===== config.mk =====
export PLATFORM = sky130hd
export DESIGN_NAME = lru_way_tracker_flat
export DESIGN_NICKNAME = d
export VERILOG_FILES = /design/src/rtl/lru_way_tracker_if.sv /design/src/rtl/lru_way_tracker.sv /design/src/flat_wrapper.sv
export SDC_FILE = /design/constraint.sdc
export NUM_CORES = 1
export LEC_CHECK = 0
export ABC_AREA = 1
export CORE_UTILIZATION = 53
export CTS_BUF_LIST = sky130_fd_sc_hd__clkbuf_4
export DETAILED_ROUTE_END_ITERATION = 10
export PLACE_DENSITY = 0.82
export SYNTH_ARGS = -nofsm -noshare
export SYNTH_HDL_FRONTEND = slang
export SYNTH_SLANG_ARGS = --single-unit

===== constraint.sdc =====
create_clock -name clk -period 1.38 [get_ports clk]
set_input_delay 0.276 -clock clk [delete_from_list [all_inputs] [get_ports clk]]
set_output_delay 0.276 -clock clk [all_outputs]
set_load 0.005 [all_outputs]

===== src/rtl/lru_way_tracker_if.sv =====
// Request/response bundle between the buffer manager and lru_way_tracker.
// lock_mask exists only when LRU_LOCK_EN is defined.
interface lru_way_tracker_if #(
    parameter int WAYS = 4
);
    localparam int WAY_W = $clog2(WAYS);

    logic             ref_vld;
    logic [WAY_W-1:0] ref_way;
    logic             inv_vld;
    logic [WAY_W-1:0] inv_way;
    logic             alloc_req;
    logic             alloc_vld;
    logic [WAY_W-1:0] alloc_way;
    logic             alloc_fail;
    logic             all_valid;
`ifdef LRU_LOCK_EN
    logic [WAYS-1:0]  lock_mask;

    modport master (
        output ref_vld, ref_way, inv_vld, inv_way, alloc_req, lock_mask,
        input  alloc_vld, alloc_way, alloc_fail, all_valid
    );

    modport slave (
        input  ref_vld, ref_way, inv_vld, inv_way, alloc_req, lock_mask,
        output alloc_vld, alloc_way, alloc_fail, all_valid
    );
`else
    modport master (
        output ref_vld, ref_way, inv_vld, inv_way, alloc_req,
        input  alloc_vld, alloc_way, alloc_fail, all_valid
    );

    modport slave (
        input  ref_vld, ref_way, inv_vld, inv_way, alloc_req,
        output alloc_vld, alloc_way, alloc_fail, all_valid
    );
`endif
endinterface


===== src/rtl/lru_way_tracker.sv =====
// N-way true-LRU tracker for one set: pairwise age matrix plus valid bits, registered victim.
// Define LRU_LOCK_EN to add lock_mask exclusion and the alloc_fail indication.
module lru_way_tracker #(
    parameter int WAYS = 4
) (
    input  logic               clk,
    input  logic               rst_n,
    lru_way_tracker_if.slave   bus
);
    localparam int WAY_W = $clog2(WAYS);
    localparam int NPAIR = WAYS * (WAYS - 1) / 2;

    // r_age bit for pair (i<j) is 1 when way i is older than way j
    logic [NPAIR-1:0] r_age;
    logic [NPAIR-1:0] w_age_nxt;
    logic [WAYS-1:0]  r_valid;
    logic [WAYS-1:0]  w_valid_nxt;
    logic             r_alloc_vld;
    logic [WAY_W-1:0] r_alloc_way;
    logic             r_all_valid;

    logic [WAYS-1:0]  w_older [WAYS];
    logic [WAYS-1:0]  w_cand;
    logic [WAYS-1:0]  w_inv_cand;
    logic [WAYS-1:0]  w_inv_sel;
    logic [WAYS-1:0]  w_is_oldest;
    logic [WAYS-1:0]  w_sel;
    logic [WAYS-1:0]  w_enc [WAY_W];
    logic [WAY_W-1:0] w_victim;
    logic             w_none;
    logic             w_alloc_ok;
    logic [WAYS-1:0]  w_ref_hot;
    logic [WAYS-1:0]  w_inv_hot;
    logic [WAYS-1:0]  w_alc_hot;

`ifdef LRU_LOCK_EN
    logic             r_alloc_fail;

    assign w_cand = ~bus.lock_mask;
    assign w_none = ~|w_cand;
`else
    assign w_cand = '1;
    assign w_none = 1'b0;
`endif

    assign w_inv_cand = w_cand & ~r_valid;
    assign w_sel      = (|w_inv_cand) ? w_inv_sel : w_is_oldest;
    assign w_alloc_ok = bus.alloc_req & ~w_none;
    assign w_alc_hot  = {WAYS{w_alloc_ok}} & w_sel;

    // Per-way decode: full older-than matrix row, victim candidates, request one-hots
    for (genvar gv = 0; gv < WAYS; gv++) begin : g_way
        localparam logic [WAYS-1:0] LOWER = WAYS'((64'd1 << gv) - 64'd1);

        assign w_older[gv][gv] = 1'b1;
        assign w_inv_sel[gv]   = w_inv_cand[gv] & ~|(w_inv_cand & LOWER);
        assign w_is_oldest[gv] = w_cand[gv] & (&(~w_cand | w_older[gv]));
        assign w_ref_hot[gv]   = bus.ref_vld & (bus.ref_way == WAY_W'(gv));
        assign w_inv_hot[gv]   = bus.inv_vld & (bus.inv_way == WAY_W'(gv));
        assign w_valid_nxt[gv] = w_alc_hot[gv] ? 1'b1 :
                                 w_inv_hot[gv] ? 1'b0 : r_valid[gv];
    end

    // Ref, then inv, then alloc: later stages override earlier ones on shared bits
    for (genvar gi = 0; gi < WAYS; gi++) begin : g_row
        for (genvar gj = gi + 1; gj < WAYS; gj++) begin : g_pair
            localparam int P = gi * WAYS - gi * (gi + 1) / 2 + (gj - gi - 1);
            logic w_s_ref;
            logic w_s_inv;

            assign w_older[gi][gj] = r_age[P];
            assign w_older[gj][gi] = ~r_age[P];

            assign w_s_ref   = w_ref_hot[gi] ? 1'b0 :
                               w_ref_hot[gj] ? 1'b1 : r_age[P];
            assign w_s_inv   = w_inv_hot[gi] ? 1'b1 :
                               w_inv_hot[gj] ? 1'b0 : w_s_ref;
            assign w_age_nxt[P] = w_alc_hot[gi] ? 1'b0 :
                                  w_alc_hot[gj] ? 1'b1 : w_s_inv;
        end
    end

    // One-hot victim select to binary index
    for (genvar gb = 0; gb < WAY_W; gb++) begin : g_enc
        for (genvar gv = 0; gv < WAYS; gv++) begin : g_term
            if (((gv >> gb) & 1) == 1) begin : g_on
                assign w_enc[gb][gv] = w_sel[gv];
            end else begin : g_off
                assign w_enc[gb][gv] = 1'b0;
            end
        end
        assign w_victim[gb] = |w_enc[gb];
    end

    always_ff @(posedge clk or negedge rst_n) begin
        if (!rst_n) begin
            r_age       <= '1;
            r_valid     <= '0;
            r_alloc_vld <= 1'b0;
            r_alloc_way <= '0;
            r_all_valid <= 1'b0;
        end else begin
            r_age       <= w_age_nxt;
            r_valid     <= w_valid_nxt;
            r_alloc_vld <= bus.alloc_req;
            r_all_valid <= &w_valid_nxt;
            if (bus.alloc_req) begin
                r_alloc_way <= w_victim;
            end
        end
    end

`ifdef LRU_LOCK_EN
    always_ff @(posedge clk or negedge rst_n) begin
        if (!rst_n) begin
            r_alloc_fail <= 1'b0;
        end else if (bus.alloc_req) begin
            r_alloc_fail <= w_none;
        end
    end

    assign bus.alloc_fail = r_alloc_fail;
`else
    assign bus.alloc_fail = 1'b0;
`endif

    assign bus.alloc_vld = r_alloc_vld;
    assign bus.alloc_way = r_alloc_way;
    assign bus.all_valid = r_all_valid;

    // A consistent total order has exactly one oldest candidate
    a_oldest_unique: assert property (@(posedge clk) disable iff (!rst_n)
        w_none || $onehot(w_is_oldest));

endmodule


===== src/flat_wrapper.sv =====
// flat-port wrapper written by rule: the top's interface ports become plain ports
module lru_way_tracker_flat 
#(
    parameter int WAYS = 4
)
  (clk, rst_n, bus_ref_vld, bus_ref_way, bus_inv_vld, bus_inv_way, bus_alloc_req, bus_alloc_vld, bus_alloc_way, bus_alloc_fail, bus_all_valid);
  lru_way_tracker_if #(.WAYS(WAYS)) bus_i ();
  input  logic clk;
  input  logic rst_n;
  input wire logic [$bits(bus_i.ref_vld)-1:0] bus_ref_vld;
  input wire logic [$bits(bus_i.ref_way)-1:0] bus_ref_way;
  input wire logic [$bits(bus_i.inv_vld)-1:0] bus_inv_vld;
  input wire logic [$bits(bus_i.inv_way)-1:0] bus_inv_way;
  input wire logic [$bits(bus_i.alloc_req)-1:0] bus_alloc_req;
  output wire logic [$bits(bus_i.alloc_vld)-1:0] bus_alloc_vld;
  output wire logic [$bits(bus_i.alloc_way)-1:0] bus_alloc_way;
  output wire logic [$bits(bus_i.alloc_fail)-1:0] bus_alloc_fail;
  output wire logic [$bits(bus_i.all_valid)-1:0] bus_all_valid;
  assign bus_i.ref_vld = bus_ref_vld;
  assign bus_i.ref_way = bus_ref_way;
  assign bus_i.inv_vld = bus_inv_vld;
  assign bus_i.inv_way = bus_inv_way;
  assign bus_i.alloc_req = bus_alloc_req;
  assign bus_alloc_vld = bus_i.alloc_vld;
  assign bus_alloc_way = bus_i.alloc_way;
  assign bus_alloc_fail = bus_i.alloc_fail;
  assign bus_all_valid = bus_i.all_valid;
  lru_way_tracker #(.WAYS(WAYS)) u_core (.clk(clk), .rst_n(rst_n), .bus(bus_i));
endmodule

==> impl_summary.md, run 1 <==
Yosys
The synthesized area per cell is 7.08 um^2. When the netlist entered floorplanning its net count stood at 122. Yosys printed 0 warnings. After synthesis, the share of flip-flops with an asynchronous set or reset is 100%. The fraction of synthesized cell area taken by the top area cell type is 25.0%. Yosys attributes the largest share of cell area to sky130_fd_sc_hd__dfrtp_1, sky130_fd_sc_hd__dfstp_2, sky130_fd_sc_hd__nand2_1. The share of the Yosys chip area taken by registers is 44.8%. The post-synthesis cell count is 113. In the post-synthesis netlist, the cell with the most instances is sky130_fd_sc_hd__nand2_1. The number of distinct library cell variants in the gate-level netlist after synthesis is 18.

After synthesis the cells add up to 800 um^2. The number of enable flip-flop cells after synthesis is 0. The commonest cells after synthesis are sky130_fd_sc_hd__nand2_1, sky130_fd_sc_hd__nand3_1, sky130_fd_sc_hd__inv_1. sky130_fd_sc_hd__dfrtp_1 takes more of the synthesized area than any other cell. The post-synthesis sequential element count is 14. For this run, the leading register cell type out of synthesis is sky130_fd_sc_hd__dfrtp_1.

Worst setup path
The required time at the endpoint of the critical path is 1100 ps. The launching point of the worst reg2reg path is u_core.r_age[3]. In this run the critical register-to-register path is captured at u_core.bus.all_valid.

The arrival time of data at the critical path endpoint is 940 ps. For this run, the slowest stage of the critical path takes 390 ps. The timing startpoint of the critical path is u_core.bus.alloc_way[0]. The startpoint type of the worst setup path is a flop. The logic depth of the worst setup path including buffers is 1. Following the worst setup path forward leads to its endpoint at bus_alloc_way[0]. Traced cell by cell, the critical path runs through dlygate4sd2_1. For this design, the slowest cell found on the critical path is sky130_fd_sc_hd__dfrtp_1.

On the critical path the largest part of the delay comes from flip-flops. The largest fanout of any net on the critical path is 2. The kind of capture point of the worst setup path is a primary output. Setup slack on the worst reg-to-reg path comes out at 180 ps. Counting both buffers and inverters, the worst setup path holds a total of 1.

The number of cells on the worst reg-to-reg path is 7. The critical setup path kind is flop to primary output.

Global route
Global routing finished with a remaining overflow of 0. The number of antenna violations at the first check in global routing was 0. The first global-routing pass estimated 2750 um of wire. The number of global-route vias before repair is 664. The maximum number of pins on one net before global-route repair is 15.

The total global routing track utilization is 25.5%.

Placement
The final estimated routing congestion in global placement is 0.937. The worst slack after detailed placement is -81.5 ps. The instance area at placement is 968 um^2. The count of buffers inserted at the top-level ports is 12.

The detailed placer's ending HPWL is 1360 um.

Clock tree
CTS built an H-tree with a depth of 1. The number of buffers inserted during clock tree synthesis is 3. The cell sitting at the root of the clock tree is a sky130_fd_sc_hd__clkbuf_4.

After clock tree synthesis, the clock-pin slew on the worst setup and hold paths is 80 ps. TritonCTS built the clock tree. Hold repair after CTS inserted 0 buffers.

Clock latency on the worst-skew pair, taken at its later pin, is 290 ps. CTS saw 14 sinks. Counting along the longest clock path gives a buffer depth of 2.

Floorplan
The floorplan die width is 40.8 um. The floorplan step set the die height to 40.8 um. Pin placement for this block handled 14 I/O pins. The floorplan row count is 13.

In this run the standard cell core region covers 1350 um^2. The initial core utilization is 59.2%. The floorplan step defined a die boundary enclosing 1670 um^2.

Timing
The final setup skew is 1.64 ps. The final period utilization is 87.9%. The maximum clock rate is 825 MHz. Setup violations remaining at the end of the flow were counted as 0. The max-slew violation total from the final report is 0.

The final number of hold-violating endpoints is 0. The smallest clock period supported by the final layout is computed as 1210 ps. The setup slack of the critical path after layout is 168 ps. Setup repair after global routing left no endpoint under its margin.

Hold path
In this run the worst hold path is classified as input pin to asynchronous set/reset pin.

Power
Overall power consumption after layout is estimated at 1.82 mW. The total leakage power is 0.559 nW. The maximum resistive drop on vdd is 1070 uV. The power density over cell area is 1830 nW/um^2.

Run
The number of max-cap violations is 0.

Cells and area
The ratio of cells with drive above 1 in the final layout is 20.1%. Summing all non-filler instances in the final layout gives an area of 997 um^2. Counting the fill cells in the layout gives 112. 0 antenna diodes ended up in the layout.

The final-stage net count is 144. Compared with the post-synthesis result, the final layout area differs by 24.7%.

Run status
The flow ran to the end, and the final reports show no timing, DRC or antenna violations.

Routing
The detail route stage leaves a number of antenna-violating nets equal to 0. In the routed design, unresolved DRC markers number 0. The first routing iteration left 29 violations. Wires add up to 1730 um.

For this block, the via count after detailed routing is 783. The detailed-route vias per instance is 5.26. Dividing the detail-routed wire length by the instance count gives 11.6 um. The number of detailed-routing iterations run before antenna repair is 4.
report_power, final:
group	switching (mW)	internal, mW
combinational	0.439	0.337
clock	0.139	0.105
sequential	0.146	0.656
state kept, by name, indices dropped and copies added (netlist names):
| name | flops |
|---|---|
| u_core.r_valid | 4 |
| u_core.r_age | 6 |
| u_core.bus.alloc_vld | 1 |
| u_core.bus.all_valid | 1 |
| u_core.bus.alloc_way | 2 |
kinds of logic (layout without fill, tap and decap cells):
kind of cell	Yosys count	count (layout)	synth area share [%]
other	1	1	0.469
flip-flops	14	14	44.8
buffers and inverters	19	40	9.39
AO/OA/AOI/OAI	7	7	5.48
AND/OR/NAND/NOR	72	72	39.9
worst min path at each step:
| stage | from | endpoint | slack (ps) | cells after the start |
|---|---|---|---|---|
| after floorplan | rst_n | u_core.bus.all_valid | -20 | 0 |
| after global placement | u_core.bus.alloc_way[1] | u_core.bus.alloc_way[1] | 480 | 2 |
| after detailed placement | u_core.bus.alloc_way[1] | u_core.bus.alloc_way[1] | 480 | 2 |
| after CTS | rst_n | u_core.bus.alloc_vld | 300 | 2 |
| after global routing | rst_n | u_core.bus.alloc_vld | 330 | 2 |
| final | rst_n | u_core.bus.alloc_vld | 290 | 2 |
routing by layer:
metal / wire length [um] / vias up / share of wire (%) / global-route usage, %
met3: 115 / 5 / 6.6 / 4.89
met5: 0 / - / 0 / 0
met4: 40 / 0 / 2.3 / 12.5
li1: - / 388 / - / -
met2: 782 / 27 / 45 / 40.2
met1: 796 / 363 / 46 / 33.1
layout by cell type, fill, tap and decap left out, types with 3 or more instances in the layout:
master,synthesis,routed
sky130_fd_sc_hd__dfrtp_1,8,8
sky130_fd_sc_hd__inv_1,14,14
sky130_fd_sc_hd__nor2_1,11,11
sky130_fd_sc_hd__clkbuf_4,0,3
sky130_fd_sc_hd__dlygate4sd2_1,0,4
sky130_fd_sc_hd__dfstp_2,6,6
sky130_fd_sc_hd__nand3_1,17,17
sky130_fd_sc_hd__clkdlybuf4s50_1,0,8
sky130_fd_sc_hd__nand2_1,36,36
sky130_fd_sc_hd__buf_4,1,6
sky130_fd_sc_hd__inv_2,3,3
sky130_fd_sc_hd__nand2_2,4,4
cell type report:
type / instances / area [um^2] / area share [%]
multi-input cells: 80 / 367 / 36.8
flip-flops and latches: 14 / 358 / 35.9
repair buffers: 18 / 160 / 16.1
inverters: 18 / 67.6 / 6.78
clock buffers: 3 / 22.5 / 2.26
well taps: 15 / 18.8 / 1.88
clock inverters: 1 / 3.75 / 0.376
worst reg2reg max path: stages, from the launching register on:
cell and delay [ps]:
sky130_fd_sc_hd__dfstp_2 550, sky130_fd_sc_hd__nor2_1 60, sky130_fd_sc_hd__nand3_1 70, sky130_fd_sc_hd__nand2_1 60
sky130_fd_sc_hd__nand2_1 150, sky130_fd_sc_hd__nand2_1 90, sky130_fd_sc_hd__nand2_1 80, sky130_fd_sc_hd__nor2_2 40
metrics by stage:
step	setup TNS (ps)	hold slack, ps	cells	utilization, %
5_1_grt	0	332	149	73.9
2_1_floorplan	0	-19.6	113	-
3_3_place_gp	-188	479	144	71.7
3_5_place_dp	-225	480	144	71.7
6_report	0	289	149	73.9
4_1_cts	0	296	149	73.9
timing repair:
item / in CTS / in global routing
gates resized for setup: 4 / 0
endpoints found under the setup margin: 4 / 0
buffers inserted: 1 / 0
Note: power is estimated with default switching activity, not from simulation.
==> inputs of run 2 (changes only) <==
==> constraint.sdc (replaced) <==
create_clock -name clk -period 1.38 [get_ports clk]
set_input_delay 0.207 -clock clk [delete_from_list [all_inputs] [get_ports clk]]
set_output_delay 0.207 -clock clk [all_outputs]
set_load 0.005 [all_outputs]
==> run 2 against run 1 <==
Design area shrank 0.13%. Register-to-register slack gained 20 ps. Critical endpoint is now bus_alloc_way[1]. Largest cell class unchanged. Hold slack lost 63 ps.
==> impl_summary.md, run 2 (synthesized netlist as in run 1, its figures left out) <==
Timing
The final number of hold-violating endpoints is 0 (unchanged). The maximum clock rate is 740 MHz (-10%). The post-layout minimum cycle time is 1350 ps (+138 ps). Setup repair after global routing left no endpoint under its margin. The post-route setup TNS was 0 ps (unchanged). The final period utilization is 97.9% (+10 points).

The final worst hold slack is 227 ps (-62.7 ps). The max-slew violation total from the final report is 0 (unchanged). The final setup skew is 10.8 ps (+9.11 ps). The number of setup violations in the final report is 0 (unchanged).

Worst setup path
The buffers plus inverters on the worst setup path is 1 (unchanged). The worst setup path is captured at a primary output. The critical path goes through clkdlybuf4s50_1.

The required time at the endpoint of the critical path is 1170 ps (+70 ps). The delay of the slowest cell on the worst path was 510 ps (+120 ps). The largest fanout of any net on the critical path was 2 (unchanged). The worst setup path is of the flop to primary output kind. The cell type group with the largest total delay on the critical path is buffers and inverters. The depth of the worst register-to-register path is 7 (unchanged). The arrival time of data at the critical path endpoint is 1140 ps (+200 ps).

The startpoint type of the worst setup path is a flop. The worst register-to-register path ends at u_core.bus.all_valid. The worst-case register-to-register setup slack came to 200 ps (+20 ps).

The cell with the biggest individual delay on the critical path is sky130_fd_sc_hd__clkdlybuf4s50_1. The launching point of the worst reg2reg path is u_core.r_valid[3].

Floorplan
The area of the die came to 1670 um^2 (unchanged). The area of the core is 1350 um^2 (unchanged). The initial core utilization is 59.2% (unchanged). The floorplan die width came to 40.8 um (unchanged). The total I/O pin count came to 14 (unchanged). The y dimension of the die was 40.8 um (unchanged).

The floorplan row count is 13 (unchanged).

Routing
The count of antenna-violating nets left after detailed routing is 0 (unchanged). The total number of vias is 765 (-2.3%). The detailed-route vias per instance is 5.20 (-0.97%). The average wire per standard cell is 12.0 um (+3.2%). The first-iteration detailed-routing DRC count came to 40 (+38%). The total DRC errors in the routed layout is 0 (unchanged). The wire length after detailed routing is 1770 um (+1.8%). The number of detailed-routing iterations run before antenna repair is 4 (unchanged).

Hold path
The kind of path behind the tightest hold check is input pin to asynchronous set/reset pin.

Power
The maximum resistive drop on vdd is 1050 uV (-1.4%). The overall power after layout is 1.83 mW (+0.38%). The power density over cell area is 1840 nW/um^2 (+0.50%). The total leakage power is 0.572 nW (+2.2%).

Global route
The total global routing track utilization is 25.7% (+0.17 points). The number of antenna violations at the first check in global routing is 0 (unchanged). The total congestion overflow was 0 (unchanged). The maximum number of pins on one net before global-route repair came to 15 (unchanged).

The number of global-route vias before repair is 617 (-7.1%). The global-route wire length before repair was 2650 um (-3.5%).

Clock tree
The number of buffers inserted during clock tree synthesis is 3 (unchanged). The number of hold-repair buffers added at the cts stage is 0 (unchanged). In this run the clock root is driven by a sky130_fd_sc_hd__clkbuf_4.

The maximum buffer depth of the clock tree is 2 (unchanged). The insertion delay to the later sink of the worst-skew pair came to 280 ps (about the same). TritonCTS built the clock tree. The post-CTS resize count is 0 (-4).

The setup fix buffers added after clock tree synthesis is 0 (-1). The clock-pin slew on the worst setup and hold paths is 80 ps (about the same). The number of levels in the clock H-tree came to 1 (unchanged). The count of clock tree sinks is 14 (unchanged).

Cells and area
The library cell used most frequently in the layout, excluding fill and tap cells, is sky130_fd_sc_hd__nand2_1. The number of flip-flops under the largest register name came to 6 (unchanged). The final-stage net count was 142 (-1.4%). Relative to the synthesized area, the layout overhead comes to 24.6%. In the layout the commonest cells are sky130_fd_sc_hd__nand2_1, sky130_fd_sc_hd__nand3_1, sky130_fd_sc_hd__inv_1.

The ratio of cells with drive above 1 in the final layout is 19.7% (-0.45 points). Counting flops per register, the top entry is u_core.r_age. The count of antenna diodes in the layout is 0 (unchanged).

Run status
The run finished with clean final reports.

Placement
The count of buffers inserted at the top-level ports is 12 (unchanged). The final estimated routing congestion in global placement is 0.916 (-2.2%). The detailed placer's ending HPWL is 1320 um (-2.9%).

Run
The number of max-cap violations came to 0 (unchanged).
## run 2: worst max-delay path by stage
stage                           endpoint  depth (start not counted)                     from  slack (ps)
floorplan           u_core.bus.all_valid                          7          u_core.r_age[3]         330
global placement    u_core.bus.all_valid                          7            bus_alloc_req         0.5
detailed placement  u_core.bus.all_valid                          7            bus_alloc_req         -30
CTS                     bus_alloc_way[1]                          1  u_core.bus.alloc_way[1]          20
global route            bus_alloc_way[1]                          1  u_core.bus.alloc_way[1]         0.8
finish                  bus_alloc_way[1]                          1  u_core.bus.alloc_way[1]          30
## run 2: layout make-up
cell class / count / area [um^2]
fill: 104 / 354
timing repair buffer: 16 / 155
multi-input combinational: 80 / 367
inverter: 18 / 67.6
tap: 15 / 18.8
clock buffer: 4 / 30.0
sequential: 14 / 358
## run 2: power breakdown
group | switching (mW) | internal (mW) | total, mW
registers | 0.161 | 0.657 | 0.818
clock network | 0.123 | 0.132 | 0.255
logic | 0.428 | 0.330 | 0.757
total | 0.711 | 1.12 | 1.83
## run 2: layer usage
metal  vias to the layer above  GRT usage, %  share of wire (%)
met2                        28          38.3                 45
met5                         -             0                  0
met3                         5          8.15                7.5
met4                         0          11.7                1.4
li1                        387             -                  -
met1                       345          33.6                 46
## run 2: through the flow
stage                     area, um^2  worst slack, ps  cells  util (%)
final                            996             29.3    147      73.8
after global routing             996            0.811    147      73.8
after floorplan                  800              332    113         -
after detailed placement         961            -31.7    143      71.2
after global placement           961            0.475    143      71.2
after CTS                        991             22.1    147      73.4
==> inputs of run 3 (changes only) <==
==> constraint.sdc (replaced) <==
create_clock -name clk -period 1.35 [get_ports clk]
set_input_delay 0.2025 -clock clk [delete_from_list [all_inputs] [get_ports clk]]
set_output_delay 0.2025 -clock clk [all_outputs]
set_load 0.005 [all_outputs]
==> run 3 against run 2 <==
Wire length fell by 1.8%. Combinational power increased by 6.9%. Design area is 1.4% higher. Non-clock buffer count is 2 higher. Register-to-register slack lost 40 ps. Flip-flop and latch count unchanged. Die area unchanged. Count of clock-buffer cells in the layout shrank 1. Sequential power about the same. Via count up 2.4%. Critical path type unchanged. Highest routed layer unchanged.
==> impl_summary.md, run 3 (synthesized netlist as in run 1, its figures left out) <==
Cells and area
The ratio of cells with drive above 1 in the final layout is 20.1% (+0.45 points). The count of antenna diodes in the layout is 0 (unchanged). The total of fill cells in the finished design is 107 (+2.9%).

The number of flip-flops under the largest register name is 6 (unchanged). The post-route non-filler standard cell count is 149 (+1.4%). The signed area change from the synthesized netlist to the final layout is 26.3%. In the layout the commonest cells are sky130_fd_sc_hd__nand2_1, sky130_fd_sc_hd__nand3_1, sky130_fd_sc_hd__inv_1. Leaving out fill and tap cells, the most frequent cell in the layout is sky130_fd_sc_hd__nand2_1. The final-stage net count is 144 (+1.4%). The post-route cell area was 1010 um^2 (+1.4%).

More flip-flops sit in one register than any other, and that register is u_core.r_age.

Power
The maximum resistive drop on vdd came to 1100 uV (+5.0%). The total leakage power is 0.583 nW (+1.9%). The switching power share of the total is 39.4% (+0.52 points). The power density over cell area came to 1860 nW/um^2 (+1.3%). The overall power after layout is 1.88 mW (+2.7%). The internal power consumption was 1.14 mW (+1.9%). The portion of total power attributed to combinational logic was 43.0% (+1.6 points). The sequential fraction of design power came to 43.7% (-1.0 points). The share of total power in the clock network is 13.3% (-0.6 points). The switching power total is 0.741 mW (+4.1%).

Worst setup path
The worst setup path is launched from a flop. The reg-to-reg endpoint is u_core.bus.all_valid. The worst setup path is captured at a primary output. The cell with the biggest individual delay on the critical path is sky130_fd_sc_hd__clkdlybuf4s50_1. The largest fanout of any net on the critical path is 1 (-1). In this design, the largest share of critical-path delay is due to buffers and inverters. The required time at the endpoint of the critical path was 1150 ps (-20 ps). The worst setup path is of the flop to primary output kind.

Traced cell by cell, the critical path runs through clkdlybuf4s50_1. The buffers plus inverters on the worst setup path is 1 (unchanged). The worst-case register-to-register setup slack is 160 ps (-40 ps). The logic depth of the worst setup path including buffers came to 1 (unchanged). The launching point of the worst reg2reg path is u_core.r_age[3].

The delay of the slowest cell on the worst path was 490 ps (-20 ps). The arrival time of data at the critical path endpoint is 1100 ps (-40 ps). The depth of the worst register-to-register path is 7 (unchanged).

Placement
The count of buffers inserted at the top-level ports was 12 (unchanged). The final estimated routing congestion in global placement is 0.937 (+2.2%). The worst slack after detailed placement is -38.0 ps (-6.28 ps).

The cell count after placement is 144 (+0.70%). The detailed placer's ending HPWL came to 1360 um (+3.0%). The instance area at placement was 968 um^2 (+0.78%).

Run
The number of max-cap violations is 0 (unchanged).

Clock tree
The clock-pin slew on the worst setup and hold paths is 80 ps (about the same). The clock tree from TritonCTS is built. The insertion delay to the later sink of the worst-skew pair is 290 ps (about the same). The number of buffers inserted during clock tree synthesis is 3 (unchanged). The count of clock tree sinks is 14 (unchanged). The cell chosen for the clock root is sky130_fd_sc_hd__clkbuf_4. The maximum buffer depth of the clock tree is 2 (unchanged). The number of levels in the clock H-tree is 1 (unchanged).

Global route
The number of antenna violations at the first check in global routing is 0 (unchanged). The global-route wire length before repair is 2750 um (+3.7%). The total global routing track utilization is 25.5% (-0.17 points). The number of global-route vias before repair came to 664 (+7.6%).

The total congestion overflow is 0 (unchanged). The maximum number of pins on one net before global-route repair is 15 (unchanged).

Routing
The wire length after detailed routing is 1740 um (-1.8%). The average wire per standard cell is 11.6 um (-3.1%). The total number of vias is 783 (+2.4%). The number of detailed-routing iterations run before antenna repair is 4 (unchanged). The total DRC errors in the routed layout is 0 (unchanged). The first-iteration detailed-routing DRC count came to 29 (-28%).

The detailed-route vias per instance was 5.26 (+0.98%). The count of antenna-violating nets left after detailed routing is 0 (unchanged).

Floorplan
The floorplan die width is 40.8 um (unchanged). The floorplan row count is 13 (unchanged). The initial core utilization was 59.2% (unchanged). The area of the core is 1350 um^2 (unchanged). The area of the die is 1670 um^2 (unchanged). The total I/O pin count was 14 (unchanged). The y dimension of the die is 40.8 um (unchanged).

Timing
For this run, the top clock speed supported by timing is 768 MHz. The final number of hold-violating endpoints is 0 (unchanged). The post-layout minimum cycle time is 1300 ps. The setup slack of the critical path after layout came to 47.8 ps (+18.6 ps). The final period utilization is 96.5%.

Setup repair after global routing left no endpoint under its margin. The number of setup violations in the final report is 0 (unchanged). The max-slew violation total from the final report is 0 (unchanged). The final setup skew is 1.62 ps (-9.13 ps).

Hold path
The tightest min-delay check is of the input pin to asynchronous set/reset pin type.

Run status
The run finished with clean final reports.
## run 3: cell types whose count changed in the layout (fill, tap and decap cells not counted)
| cell | delta |
|---|---|
| sky130_fd_sc_hd__clkdlybuf4s50_1 | -1 |
| sky130_fd_sc_hd__dlymetal6s2s_1 | +1 |
| sky130_fd_sc_hd__clkinv_1 | +1 |
| sky130_fd_sc_hd__buf_4 | +2 |
| sky130_fd_sc_hd__clkbuf_4 | -1 |
## run 3: per-layer routing
metal	up-vias	global-route usage [%]	routed length (um)
met1	363	33.1	793
met4	0	12.5	40
met5	-	0	0
li1	388	-	-
met3	5	4.89	116
met2	27	40.2	785
## run 3: metrics by stage
| stage | utilization, % | hold slack [ps] | setup TNS, ps |
|---|---|---|---|
| 2_1_floorplan | - | -93.1 | 0 |
| 3_3_place_gp | 71.7 | 479 | -37.9 |
| 3_5_place_dp | 71.7 | 480 | -38.0 |
| 4_1_cts | 74.2 | 223 | 0 |
| 5_1_grt | 74.8 | 258 | 0 |
| 6_report | 74.8 | 216 | 0 |
## run 3: layout make-up
| cell class | count | area, um^2 | share of cell area (%) |
|---|---|---|---|
| multi-input combinational | 80 | 367 | 36.3 |
| sequential | 14 | 358 | 35.4 |
| timing repair buffer | 18 | 173 | 17.1 |
| inverter | 18 | 67.6 | 6.69 |
| clock buffer | 3 | 22.5 | 2.23 |
| tap | 15 | 18.8 | 1.86 |
| clock inverter | 1 | 3.75 | 0.372 |
## run 3: repair_timing
action / in CTS / in global routing
endpoints found under the setup margin: 1 / 3
hold buffers: 0 / 0
gates resized for setup: 0 / 3
setup buffers: 1 / 0
pin swaps: 0 / 0
## run 3: how the worst max path moves through the flow
| stage | start | end | slack (ps) |
|---|---|---|---|
| 2_1_floorplan | u_core.r_age[3] | u_core.bus.all_valid | 300 |
| 3_3_place_gp | bus_inv_vld | u_core.bus.all_valid | -30 |
| 3_5_place_dp | bus_inv_vld | u_core.bus.all_valid | -40 |
| 4_1_cts | u_core.bus.alloc_way[0] | bus_alloc_way[0] | 4 |
| 5_1_grt | u_core.bus.all_valid | bus_all_valid | 3 |
| 6_report | u_core.bus.all_valid | bus_all_valid | 50 |
## run 3: power by group through the flow
stage,registers [mW],clock network [mW],logic [mW]
after floorplan,0.790,0,0.546
after global placement,0.823,0,0.782
after detailed placement,0.824,0,0.794
after CTS,0.816,0.253,0.822
after global routing,0.849,0.265,0.916
final,0.821,0.250,0.809
